**config.mk**
```make
export PLATFORM = sky130hd
export DESIGN_NAME = mastermind_ctrl
export DESIGN_NICKNAME = d
export VERILOG_FILES = /design/src/rtl/mastermind_ctrl.sv
export SDC_FILE = /design/constraint.sdc
export NUM_CORES = 1
export LEC_CHECK = 0
export ABC_CLOCK_PERIOD_IN_PS = 5800
export CAP_MARGIN = 40
export CORE_MARGIN = 8
export CORE_UTILIZATION = 59
export DETAILED_ROUTE_END_ITERATION = 10
export PLACE_DENSITY = 0.8
export SLEW_MARGIN = 15
export SYNTH_ARGS = -nofsm -noshare
export SYNTH_HDL_FRONTEND = slang
export SYNTH_SLANG_ARGS = --single-unit
```
**constraint.sdc**
```tcl
create_clock -name clk -period 5.8 [get_ports clk]
set_input_delay 1.74 -clock clk [delete_from_list [all_inputs] [get_ports clk]]
set_output_delay 1.74 -clock clk [all_outputs]
set_load 0.01 [all_outputs]
```
**src/rtl/mastermind_ctrl.sv**
```systemverilog
`default_nettype none
// ============================================================================
//  Module   : mastermind_ctrl
//  Purpose  : 4-peg / 8-colour code-breaking game controller with input
//             conditioning, code storage, try counting and 8-clock scoring.
//  Revision : 1.0  initial release
// ============================================================================
module mastermind_ctrl #(
    parameter int DEB_CYCLES = 16,
    parameter int MAX_TRIES  = 10
) (
    input  logic       clk,
    input  logic       Reset,
    input  logic       Btn1,
    input  logic       Btn2,
    input  logic       Btn3,
    input  logic       Btn4,
    input  logic       setVal,
    input  logic       Test,
    output logic [2:0] L1,
    output logic [2:0] L2,
    output logic [2:0] L3,
    output logic [2:0] L4,
    output logic [2:0] Red,
    output logic [2:0] White,
    output logic [3:0] tries_left,
    output logic [2:0] phase,
    output logic       win,
    output logic       lose
);

    localparam int                 c_CNT_W     = (DEB_CYCLES > 1) ? $clog2(DEB_CYCLES) : 1;
    localparam logic [c_CNT_W-1:0] c_DEB_LAST  = c_CNT_W'(DEB_CYCLES - 1);
    localparam logic [3:0]         c_MAX_TRIES = 4'(MAX_TRIES);
    localparam int                 c_N_IN      = 6;

    typedef enum logic [2:0] {
        ST_SET   = 3'd0,
        ST_GUESS = 3'd1,
        ST_SCORE = 3'd2,
        ST_WIN   = 3'd3,
        ST_LOSE  = 3'd4
    } state_t;

    // Bit order: Btn1..Btn4 at 0..3, setVal at 4, Test at 5
    logic [c_N_IN-1:0] w_raw;
    logic [c_N_IN-1:0] w_pulse;

    assign w_raw = {Test, setVal, Btn4, Btn3, Btn2, Btn1};

    for (genvar gi = 0; gi < c_N_IN; gi++) begin : g_cond
        logic               r_sync1_q, r_sync2_q, r_stable_q, r_pulse_q;
        logic               w_sync1_d, w_sync2_d, w_stable_d, w_pulse_d;
        logic [c_CNT_W-1:0] r_cnt_q, w_cnt_d;

        always_comb begin
            w_sync1_d  = w_raw[gi];
            w_sync2_d  = r_sync1_q;
            w_stable_d = r_stable_q;
            w_pulse_d  = 1'b0;
            w_cnt_d    = '0;
            // Counter runs only while the synced level disagrees with the stable one
            if (r_sync2_q != r_stable_q) begin
                if (r_cnt_q == c_DEB_LAST) begin
                    w_stable_d = r_sync2_q;
                    w_pulse_d  = r_sync2_q;
                end else begin
                    w_cnt_d = r_cnt_q + c_CNT_W'(1);
                end
            end
        end

        always_ff @(posedge clk) begin
            if (Reset) begin
                r_sync1_q  <= 1'b0;
                r_sync2_q  <= 1'b0;
                r_stable_q <= 1'b0;
                r_pulse_q  <= 1'b0;
                r_cnt_q    <= '0;
            end else begin
                r_sync1_q  <= w_sync1_d;
                r_sync2_q  <= w_sync2_d;
                r_stable_q <= w_stable_d;
                r_pulse_q  <= w_pulse_d;
                r_cnt_q    <= w_cnt_d;
            end
        end

        assign w_pulse[gi] = r_pulse_q;
    end

    function automatic logic [2:0] f_count(input logic [3:0][2:0] v, input logic [2:0] c);
        logic [2:0] n;
        n = '0;
        for (int i = 0; i < 4; i++) begin
            if (v[i] == c) n = n + 3'd1;
        end
        return n;
    endfunction

    state_t           r_state_q, w_state_d;
    logic [3:0][2:0]  r_peg_q, w_peg_d, w_btn_peg;
    logic [3:0][2:0]  r_code_q, w_code_d;
    logic [3:0][2:0]  r_guess_q, w_guess_d;
    logic [2:0]       r_red_q, w_red_d;
    logic [2:0]       r_white_q, w_white_d;
    logic [3:0]       r_tries_q, w_tries_d;
    logic [2:0]       r_cidx_q, w_cidx_d;
    logic [2:0]       r_total_q, w_total_d;

    logic [2:0] w_cnt_code, w_cnt_guess, w_min, w_total_fin, w_exact;

    always_comb begin
        w_cnt_code  = f_count(r_code_q, r_cidx_q);
        w_cnt_guess = f_count(r_guess_q, r_cidx_q);
        w_min       = (w_cnt_code < w_cnt_guess) ? w_cnt_code : w_cnt_guess;
        w_total_fin = r_total_q + w_min;
        w_exact     = '0;
        for (int i = 0; i < 4; i++) begin
            if (r_guess_q[i] == r_code_q[i]) w_exact = w_exact + 3'd1;
        end
    end

    always_comb begin
        w_state_d = r_state_q;
        w_peg_d   = r_peg_q;
        w_code_d  = r_code_q;
        w_guess_d = r_guess_q;
        w_red_d   = r_red_q;
        w_white_d = r_white_q;
        w_tries_d = r_tries_q;
        w_cidx_d  = r_cidx_q;
        w_total_d = r_total_q;
        w_btn_peg = r_peg_q;
        for (int i = 0; i < 4; i++) begin
            if (w_pulse[i]) w_btn_peg[i] = r_peg_q[i] + 3'd1;
        end

        case (r_state_q)
            ST_SET: begin
                if (w_pulse[4]) begin
                    w_code_d  = r_peg_q;
                    w_peg_d   = '0;
                    w_red_d   = '0;
                    w_white_d = '0;
                    w_tries_d = c_MAX_TRIES;
                    w_state_d = ST_GUESS;
                end else begin
                    w_peg_d = w_btn_peg;
                end
            end
            ST_GUESS: begin
                if (w_pulse[5]) begin
                    w_guess_d = r_peg_q;
                    w_tries_d = r_tries_q - 4'd1;
                    w_cidx_d  = '0;
                    w_total_d = '0;
                    w_state_d = ST_SCORE;
                end else begin
                    w_peg_d = w_btn_peg;
                end
            end
            ST_SCORE: begin
                w_total_d = w_total_fin;
                w_cidx_d  = r_cidx_q + 3'd1;
                if (r_cidx_q == 3'd7) begin
                    w_red_d   = w_exact;
                    w_white_d = w_total_fin - w_exact;
                    if (w_exact == 3'd4) begin
                        w_state_d = ST_WIN;
                    end else if (r_tries_q == 4'd0) begin
                        w_state_d = ST_LOSE;
                        w_peg_d   = r_code_q;
                    end else begin
                        w_state_d = ST_GUESS;
                    end
                end
            end
            ST_WIN, ST_LOSE: begin
                // New game keeps the stored code until the next store
                if (w_pulse[4]) begin
                    w_peg_d   = '0;
                    w_red_d   = '0;
                    w_white_d = '0;
                    w_tries_d = c_MAX_TRIES;
                    w_state_d = ST_SET;
                end
            end
            default: w_state_d = ST_SET;
        endcase
    end

    always_ff @(posedge clk) begin
        if (Reset) begin
            r_state_q <= ST_SET;
            r_peg_q   <= '0;
            r_code_q  <= '0;
            r_guess_q <= '0;
            r_red_q   <= '0;
            r_white_q <= '0;
            r_tries_q <= c_MAX_TRIES;
            r_cidx_q  <= '0;
            r_total_q <= '0;
        end else begin
            r_state_q <= w_state_d;
            r_peg_q   <= w_peg_d;
            r_code_q  <= w_code_d;
            r_guess_q <= w_guess_d;
            r_red_q   <= w_red_d;
            r_white_q <= w_white_d;
            r_tries_q <= w_tries_d;
            r_cidx_q  <= w_cidx_d;
            r_total_q <= w_total_d;
        end
    end

    assign L1         = r_peg_q[0];
    assign L2         = r_peg_q[1];
    assign L3         = r_peg_q[2];
    assign L4         = r_peg_q[3];
    assign Red        = r_red_q;
    assign White      = r_white_q;
    assign tries_left = r_tries_q;
    assign phase      = r_state_q;
    assign win        = (r_state_q == ST_WIN);
    assign lose       = (r_state_q == ST_LOSE);

endmodule
`default_nettype wire
```
* Word level (Yosys, flattened, before mapping)
Index checks and enable logic that the tools add are counted.
Word-level totals: bits of input ports 8, memories kept 0, latch bits 0, output and inout port bits 27, logic and storage cells 196, bits in read-only memories 0, bits in writable memories 0, register bits 103
Cells by class: div/mod/pow operators 0, multiply operators 0, $add $sub $neg 23, order comparisons 1, bitwise operators 12, mux-type cells 41, equal/unequal tests 38, reductions and logical operators 33, shift operators 0
Operators with widths (number):
- $mux 12 | 6
- $mux 3 | 23
- $pmux 12 s4 | 1
- $add 3x1->3 const B | 14
- $reduce_or 3->1 | 13
- $eq 3x3->1 | 12
- $add 4x1->4 const B | 6
- $eq 4x4->1 const B | 6
- $pmux 3 s2 | 4
- $reduce_and 2->1 | 9
- $ne 2x2->1 const B | 7
- $not 1->1 | 12
- $pmux 3 s4 | 1
- $eq 3x3->1 const B | 3
- $mux 4 | 2
- $pmux 4 s2 | 1
- $eq 3x2->1 const B | 2
- $ne 1x1->1 | 6
- $reduce_and 3->1 | 2
- $reduce_and 6->1 | 1
- $reduce_bool 2->1 | 3
- $logic_not 4->1 | 1
- $reduce_and 4->1 | 1
- $reduce_bool 4->1 | 1
- 9 further kinds | 11

* Longest topological paths before layout
depth in word-level cells 14, mapped depth 26, depth with buffers taken out 25

* Least setup slack after synthesis
No wires, ideal clock.
kind register -> register, start register r_cidx_q[2], end register r_white_q[2] (netlist: White[2]), stages on the path, launching flop included 22, arrival 4433 ps, path slack 1239 ps, path buffers 1, required time 5672 ps, setup time 128 ps, cell sequence dfxtp_1 > buf_2 > xnor2_1 > and3_1 > ha_1 > xor2_2 > ha_1 > inv_1 > nor2_1 > a21o_1 > ha_1 > or3_1 > a221oi_1 > a31o_1 > a311oi_1 > fa_1 > fa_1 > xnor2_1 > xnor2_1 > xnor2_1 > a22oi_1 > nor2_1
Between the ends: cells in the longest elaborated chain, start to end 14, elaborated cells on any way between the ends 31
RTL lines:
- start, declared | line 108 | logic [2:0] r_cidx_q, w_cidx_d;
- start signal, assigned | line 212 | r_cidx_q <= w_cidx_d;
- $eq 3x3->1 | line 96 | if (v[i] == c) n = n + 3'd1;
- $mux 1 | line 96
- $add 3x1->3 | line 96
- $mux 3 | line 96
- $add 3x1->3 | line 96
- $mux 3 | line 96
- $add 3x1->3 | line 96
- $mux 3 | line 96
- $lt 3x3->1 | line 116 | w_min = (w_cnt_code < w_cnt_guess) ? w_cnt_code : w_cnt_guess;
- $mux 3 | line 116
- $add 3x3->3 | line 117 | w_total_fin = r_total_q + w_min;
- $sub 3x3->3 | line 168 | w_white_d = w_total_fin - w_exact;
- $mux 3 | line 166 | if (r_cidx_q == 3'd7) begin
- $pmux 3 s2 | line 139 | case (r_state_q)
- end signal, assigned | line 210 | r_white_q <= w_white_d;
- end, declared | line 106 | logic [2:0] r_white_q, w_white_d;
Several ways; a longest one is shown, not always the timed one. The select of a mux whose other input is x is not followed. A chain may end at the register's enable or synchronous reset.

* Worst setup path after layout
Ends and elaborated chain as after synthesis.

==> summary.md <==
| Metric | Value |
|---|---|
| Pin count of the biggest net entering global routing | `39` |
| Most frequent cells in the layout | `103 x dfxtp_1, 72 x nand2_1, 66 x nor2_1` |
| Synth Register Bits | `roughly 100` |
| Crit path time final | `approximately 5 ns` |
| Synth async-reset ratio | `0%` |
| Diodes inserted | `0` |
| Sequential share of the synthesized area | `38.5%` |
| Post-synth top flop | `dfxtp_1` |
| Chip Width | `111 um` |
| Setup crit start kind | `flip-flop` |
| CP Cell Sequence | `xnor2_1 > and3_1 > ha_1 > xor2_2 > ha_1 > inv_1 > nor2_1 > a21o_1 > ha_1 > or3_1 > a221oi_1 > a31o_1 > a311oi_1 > fa_1 > fa_1 > xnor2_1 > xnor2_1 > xnor2_1 > a22oi_1 > nor2_1` |
| Max_cap viols | `0` |
| Post-synth EDFFs | `0` |
| Mapped Avg Cell Area | `8.85 um2` |
| Static Leak | `2.30 nW` |
| Area occupied by registers | `2060 um2` |
| Worst Max-Slew Pin Slew | `0.755 ns` |
| Synth unique cells | `62` |
| Worst Path Buf+Inv | `1` |
| Post-Synthesis Cell Area | `about 5400 um2` |
| Clock Path Buffers | `2` |
| Crit path max-delay family | `adder cells` |
| Cell count after synthesis | `606` |
| Placed Cells | `724` |
| Initial Util | `61.2%` |
| Vias after detailed routing | `~4,300` |
| GRT Residual Overflow | `0` |
| Post-route ant nets | `0` |
| PD cells | `260 nW/um2` |
| Fmax | `around 0.2 GHz` |
| Most common cell after layout, fill and taps aside | `dfxtp_1` |
| Final setup viols | `0` |
| Layout cell share with drive strength beyond 1 | `6.65%` |
| HPWL Detailed | `8600 um` |
| Die ar. | `12,400 um2` |
| Final setup margin | `0.784 ns` |
| Via-to-Cell Ratio | `5.85` |
| CTS Sinks | `around 100` |
| YS warnings | `0` |
| Final hold violations | `0` |
| Max Transition Viols Final | `0` |
| Dpl ws | `around 0.77 ns` |
| Crit-path slowest cell | `dfxtp_1` |
| Fin nets | `approximately 670` |
| Max rail drop VDD | `121 uV` |
| Ports | `35` |
| Largest stage delay, worst path | `approximately 0.66 ns` |
| Core area | `8760 um2` |
| Setup Fix Bufs, Post-CTS | `0` |
| Most frequent CP cell | `xnor2_1` |
| H-tree depth | `3` |
| Slew HR | `around half` |
| Critical path arrival | `5.29 ns` |
| Req. time, crit path | `6.07 ns` |
| Final Non-Filler Cells | `740` |
| Vias in the first global route | `4,257` |
| Clock buffer count from CTS | `9` |
| Clk pin slew, worst setup/hold paths | `0.11 ns` |
| Hold Path Class | `reg -> reg` |
| DRT iter0 DRCs | `roughly 340` |
| Post-layout util | `67.8%` |
| Cts hold-fix bufs | `0` |
| Critical Path End Type | `flip-flop` |
| Gr usage total | `18.5%` |
| Post_cts resized | `0` |
| Status | `complete, no violations` |
| Rows | `34` |
| Routed WL | `11,500 um` |
| Finished layout cell area | `5940 um2` |
| Dpl cell area | `5740 um2` |
| Drt drc | `0` |
| Drt pass-1 iters | `5` |
| Syn nets | `645` |
| WL per Instance | `15.5 um` |
| Crit path kind | `reg -> reg` |
| CTS tree | `done` |
| Crit-path max FO | `10` |
| Area delta synth->final | `10.8%` |
| Clk_skew | `between 0.015 and 0.02 ns` |
| Die Y-Extent | `about 110 um` |
| Final GP Congestion | `0.841` |
| Setup TNS after final layout | `0 ns` |
| First-pass GRT wire length | `19,600 um` |
| Initial antenna violation count | `0` |
| Root Buffer | `clkbuf_8` |
| PortBufs | `34` |
| RSZ-0062 raised after global routing | `no` |
| Fill count | `~700` |
| Final worst-path cycle share | `86.5%` |
| Worst skew pair latency | `0.38 ns` |
| Area of the multi-input gates | `slightly above 3000 um2` |
## power breakdown
group / switching (W) / leakage [nW] / internal, W
clock: 0.000272 / 0.106 / 0.000184
combinational: 0.000188 / 1.36 / 0.000158
sequential: 0.0000213 / 0.833 / 0.000722
total: 0.000482 / 2.30 / 0.00106
## synth_stat cells (2+ instances only)
| library cell | n | area share (%) |
|---|---|---|
| and3_1 | 13 | 1.5 |
| ha_1 | 29 | 6.8 |
| o21ai_2 | 2 | 0.33 |
| inv_1 | 19 | 1.3 |
| nor3_1 | 15 | 1.4 |
| nor4_1 | 2 | 0.23 |
| xnor2_1 | 51 | 8.3 |
| nor3b_1 | 4 | 0.56 |
| o32ai_2 | 4 | 1.2 |
| clkbuf_1 | 17 | 1.2 |
| nand2b_1 | 7 | 0.82 |
| o21ai_1 | 3 | 0.28 |
| a31oi_1 | 2 | 0.23 |
| nor4b_1 | 6 | 0.98 |
| nand4_1 | 2 | 0.23 |
| fa_1 | 2 | 0.75 |
| a2111oi_2 | 2 | 0.56 |
| or3_1 | 2 | 0.23 |
| nor2b_1 | 15 | 1.8 |
| mux2i_1 | 12 | 2.2 |
| nand3_1 | 22 | 2.1 |
| o32a_1 | 2 | 0.37 |
| a311oi_1 | 9 | 1.5 |
| dfxtp_1 | 103 | 38 |
| o21ai_0 | 2 | 0.19 |
| nor2_1 | 66 | 4.6 |
| buf_4 | 5 | 0.70 |
| a22oi_1 | 9 | 1.3 |
| buf_2 | 5 | 0.47 |
| xor2_1 | 24 | 3.9 |
| nand2_1 | 72 | 5.0 |
| a21oi_1 | 48 | 4.5 |
## final cells by class
class	count	share of cell area [%]
sequential	103	34.7
clock buffer	10	2.32
inverter	19	1.20
multi-input combinational	456	52.0
tap	108	2.27
timing repair buffer	38	6.36
clock inverter	6	1.14
## metal layers
| layer | wire (um) | up-vias | global-route usage, % |
|---|---|---|---|
| met5 | 0 | - | 0 |
| met4 | 246 | 0 | 7.47 |
| met3 | 523 | 20 | 4.33 |
| met2 | 5840 | 109 | 31.9 |
| met1 | 4870 | 2074 | 21.7 |
| li1 | - | 2127 | - |
## cells by family (layout without fill, tap and decap cells)
logic type	count (synthesis)	after routing	synth area share (%)
xor gates and xnor gates	76	76	12.6
AOI/OAI and AO/OA	98	98	13.4
and+or+nand+nor	238	238	21.7
DFF	103	103	38.5
buffers and inverters	47	73	3.90
adders and majority gates	31	31	7.51
muxes	13	13	2.50
## worst reg2reg max path: stages (launching register included)
cell and delay (ns):
dfxtp_1 0.66, xnor2_1 0.11, and3_1 0.21, ha_1 0.34
xor2_2 0.25, ha_1 0.27, inv_1 0.06, nor2_1 0.07
a21o_1 0.18, ha_1 0.32, or3_1 0.35, a221oi_1 0.32
a31o_1 0.14, a311oi_1 0.05, fa_1 0.53, fa_1 0.42
xnor2_1 0.15, xnor2_1 0.14, xnor2_1 0.13, a22oi_1 0.16
nor2_1 0.05
## final timing paths
kind | start | to | slack [ns] | depth (start not counted)
hold reg to reg | g_cond[5].r_sync1_q$_SDFF_PP0_ | g_cond[5].r_sync2_q$_SDFF_PP0_ | 0.45 | 1
setup reg to reg | r_cidx_q[2]$_SDFFE_PP0P_ | White[2]$_SDFFE_PP0P_ | 0.78 | 20
hold / removal | g_cond[5].r_sync1_q$_SDFF_PP0_ | g_cond[5].r_sync2_q$_SDFF_PP0_ | 0.45 | 1
setup / recovery | r_cidx_q[2]$_SDFFE_PP0P_ | White[2]$_SDFFE_PP0P_ | 0.78 | 20
## flip-flops by register name (all words and copies together), names as in the netlist, 4 cells and up
name,cells
g_cond.r_stable_q,6
g_cond.r_sync1_q,6
r_code_q,12
tries_left,4
r_guess_q,12
g_cond.r_sync2_q,6
g_cond.r_cnt_q,24
g_cond.r_pulse_q,6
## through the flow
step	power, W	hold slack (ns)
global placement	0.00109	0.418
CTS	0.00156	0.451
finish	0.00155	0.446
detailed placement	0.00111	0.424
floorplan	0.00102	0.414
global route	0.00163	0.477
Power figures use the tool's default switching activity.
==> patch: new RTL, same settings <==
Add an input register stage for `Btn1`, `Btn2`, `Btn3`, `Btn4`, `setVal` and `Test`; this delays them by one clock.
--- a/src/rtl/mastermind_ctrl.sv
+++ b/src/rtl/mastermind_ctrl.sv
@@ -44,2 +44,18 @@
 
+    logic Btn1_q;
+    logic Btn2_q;
+    logic Btn3_q;
+    logic Btn4_q;
+    logic setVal_q;
+    logic Test_q;
+
+    always_ff @(posedge clk) begin
+        Btn1_q   <= Btn1;
+        Btn2_q   <= Btn2;
+        Btn3_q   <= Btn3;
+        Btn4_q   <= Btn4;
+        setVal_q <= setVal;
+        Test_q   <= Test;
+    end
+
     // Bit order: Btn1..Btn4 at 0..3, setVal at 4, Test at 5
@@ -48,3 +64,3 @@
 
-    assign w_raw = {Test, setVal, Btn4, Btn3, Btn2, Btn1};
+    assign w_raw = {Test_q, setVal_q, Btn4_q, Btn3_q, Btn2_q, Btn1_q};
 
Check against the original RTL: no difference found for any inputs over 10 cycles, from zero or initial values and one cycle with Reset high; that may be too few to reach the edited logic, so the function may still have changed.
==> patch against the original RTL <==
Sequential cell count up 6; largest cell class unchanged; setup slack worse by 0.082 ns; area after synthesis down 1.4%; routed wire length is 3.2% lower; die area fell by 1.2%; final area is 1.6% lower; critical endpoint unchanged.
Power is not compared: it rests on default switching activity, and its combinational part moved more than twofold at a synthesized area within 25%.
==> patch: results (changes against the original RTL) <==
* Status: finished, final reports clean
* Number of global-route vias before repair at 4105 (-3.6%)
* Ratio of cells with drive above 1 in the final layout at 0.05238 (-0.01407)
* GPL Wtd Cong at 0.8259 (-1.8%)
* Clock transition at the registers of the reported paths at 0.10 ns
* Area post-placement at 5659 um2 (-1.4%)
* Complex-gate fraction of the synthesized area at 0.1156 (-0.01816)
* Hold EP: g_cond[2].r_sync1_q
* Most instantiated cells after synthesis: dfxtp_1 (109), nand2_1 (78), nor2_1 (77)
* Syn nets at 641 (-0.62%)
* Multiplexer area fraction after synthesis at 0.02842 (+0.003445)
* ANT cells at 0 (unchanged)
* R2r setup slk at 0.70 ns (-0.08 ns)
* Power Internal at 0.9587 mW
* Top Registers: g_cond.r_cnt_q x24, r_code_q x12, r_guess_q x12
* Drt pass-1 iters at 5 (unchanged)
* Rel. slew slack at 0.4622 (-0.03205)
* Post-CTS Setup Bufs at 0 (unchanged)
* End of the worst register-to-register path: White[2]
* Arrival @ worst endpoint at 5.34 ns (+0.05 ns)
* First-pass GRT wire length at 19.00 mm (-2.9%)
* Crit-path max FO at 10 (unchanged)
* Adder-cell share of the synthesized area at 0.07625 (+0.001103)
* Sequential-to-total area share from yosys stat at 0.4130 (+0.02838)
* Vias at 4178 (-3.5%)
* Leak at 2.369 nW
* HP Class: reg -> reg
* Worst reg2reg path depth at 21 (+5.0%)
* Post-DR wirelength/cell at 15.05 um (-3.0%)
* Skew final at 0.01285 ns (-0.004830 ns)
* Number of I/O port buffers at 34 (unchanged)
* Yosys cell types at 55 (-11%)
* Resize count post-CTS at 0 (unchanged)
* Post-synth ARST share at 0 (unchanged)
* First-iteration detailed-routing DRC count at 246 (-28%)
* GRT Total Usage at 0.1807 (-0.004642)
* CTS Buf Count at 9 (unchanged)
* YS warnings at 0 (unchanged)
* Hold Crit Depth at 1 (unchanged)
* Hpwl dp at 8.019 mm (-6.8%)
* Antenna violations before repair at 0 (unchanged)
* VDD IR max at 0.1281 mV
* H-tree lvl count at 3 (unchanged)
* Synth top area cells: dfxtp_1 (41%), ha_1 (6.9%), xnor2_1 (5.8%)
* Final nets at 664 (-0.30%)
* Worst slack at placement at 0.7447 ns (-0.02380 ns)
* Synth Area in XOR/XNOR at 0.1127 (-0.01284)
* Largest net degree at the start of global routing at 47 (+21%)
* Root buffer cell: clkbuf_8
* Min-delay src: Btn3_q
patch: cell count changes after synthesis, sizes merged, moves of 6 or more:
cell    delta
a211oi    +10
a311oi     -9
dfxtp      +6
nand2      +6
nor2      +10
xnor2     -16
xor2       +8
patch: metal layers:
| metal | wire, um | global-route usage | share of wire | up-vias |
|---|---|---|---|---|
| met4 | 298 | 0.07838 | 0.027 | 0 |
| li1 | - | - | - | 2096 |
| met5 | 0 | 0 | 0 | - |
| met1 | 4977 | 0.2177 | 0.45 | 1968 |
| met3 | 532 | 0.04275 | 0.048 | 25 |
| met2 | 5298 | 0.2993 | 0.48 | 89 |
patch: cell type report:
type / instances / area, um2
Inverter: 15 / 56.30
Clock buffer: 10 / 127.6
Multi-Input combinational cell: 452 / 2928
Sequential cell: 109 / 2182
Timing Repair Buffer: 38 / 365.4
Fill cell: 717 / 2872
Tap cell: 108 / 135.1
Clock inverter: 6 / 55.05
patch: worst max-delay path by stage:
| stage | from | to | slack (ns) |
|---|---|---|---|
| 3_3_place_gp | r_cidx_q[0] | White[2] | 0.94 |
| 2_1_floorplan | r_cidx_q[2] | White[2] | 1.19 |
| 6_report | r_cidx_q[2] | White[2] | 0.70 |
| 4_1_cts | r_cidx_q[2] | White[2] | 0.73 |
| 3_5_place_dp | r_cidx_q[2] | White[2] | 0.74 |
| 5_1_grt | r_cidx_q[2] | White[2] | 0.39 |
patch: kinds of logic after synthesis:
kind of cell,after synthesis
AND/OR/NAND/NOR,244
flip-flops,109
AO/OA/AOI/OAI,94
XOR/XNOR,68
buffers and inverters,41
adder cells (fa/ha/maj),31
multiplexers,15
patch: critical path, cell delays in order, from the launching register on:
cell and delay [ns]:
dfxtp_1 0.68, xnor2_1 0.13, and3_1 0.21, ha_1 0.33, or4_4 0.56, nand2_1 0.09
ha_1 0.22, mux2i_1 0.19, inv_1 0.08, ha_1 0.33, nor2_1 0.12, nor2_1 0.06
o2bb2ai_1 0.14, o31a_1 0.15, ha_1 0.15, fa_1 0.45, fa_1 0.42, xor2_1 0.16
xnor2_1 0.17, xnor2_1 0.14, a2bb2oi_1 0.16, nor2_1 0.05
patch: power groups by stage:
stage / Clock (mW) / Sequential (mW) / Combinational, mW
3_5_place_dp: 0 / 0.788 / 0.0790
5_1_grt: 0.470 / 0.773 / 0.0880
4_1_cts: 0.443 / 0.771 / 0.0794
2_1_floorplan: 0 / 0.782 / 0.0630
6_report: 0.438 / 0.772 / 0.0790
3_3_place_gp: 0 / 0.788 / 0.0754
patch: stage by stage:
| stage | hold slack, ns | cells |
|---|---|---|
| detailed placement | 0.4291 | 721 |
| global placement | 0.4157 | 721 |
| finish | 0.4466 | 738 |
| floorplan | 0.4138 | 602 |
| CTS | 0.4517 | 737 |
| global route | 0.4615 | 738 |
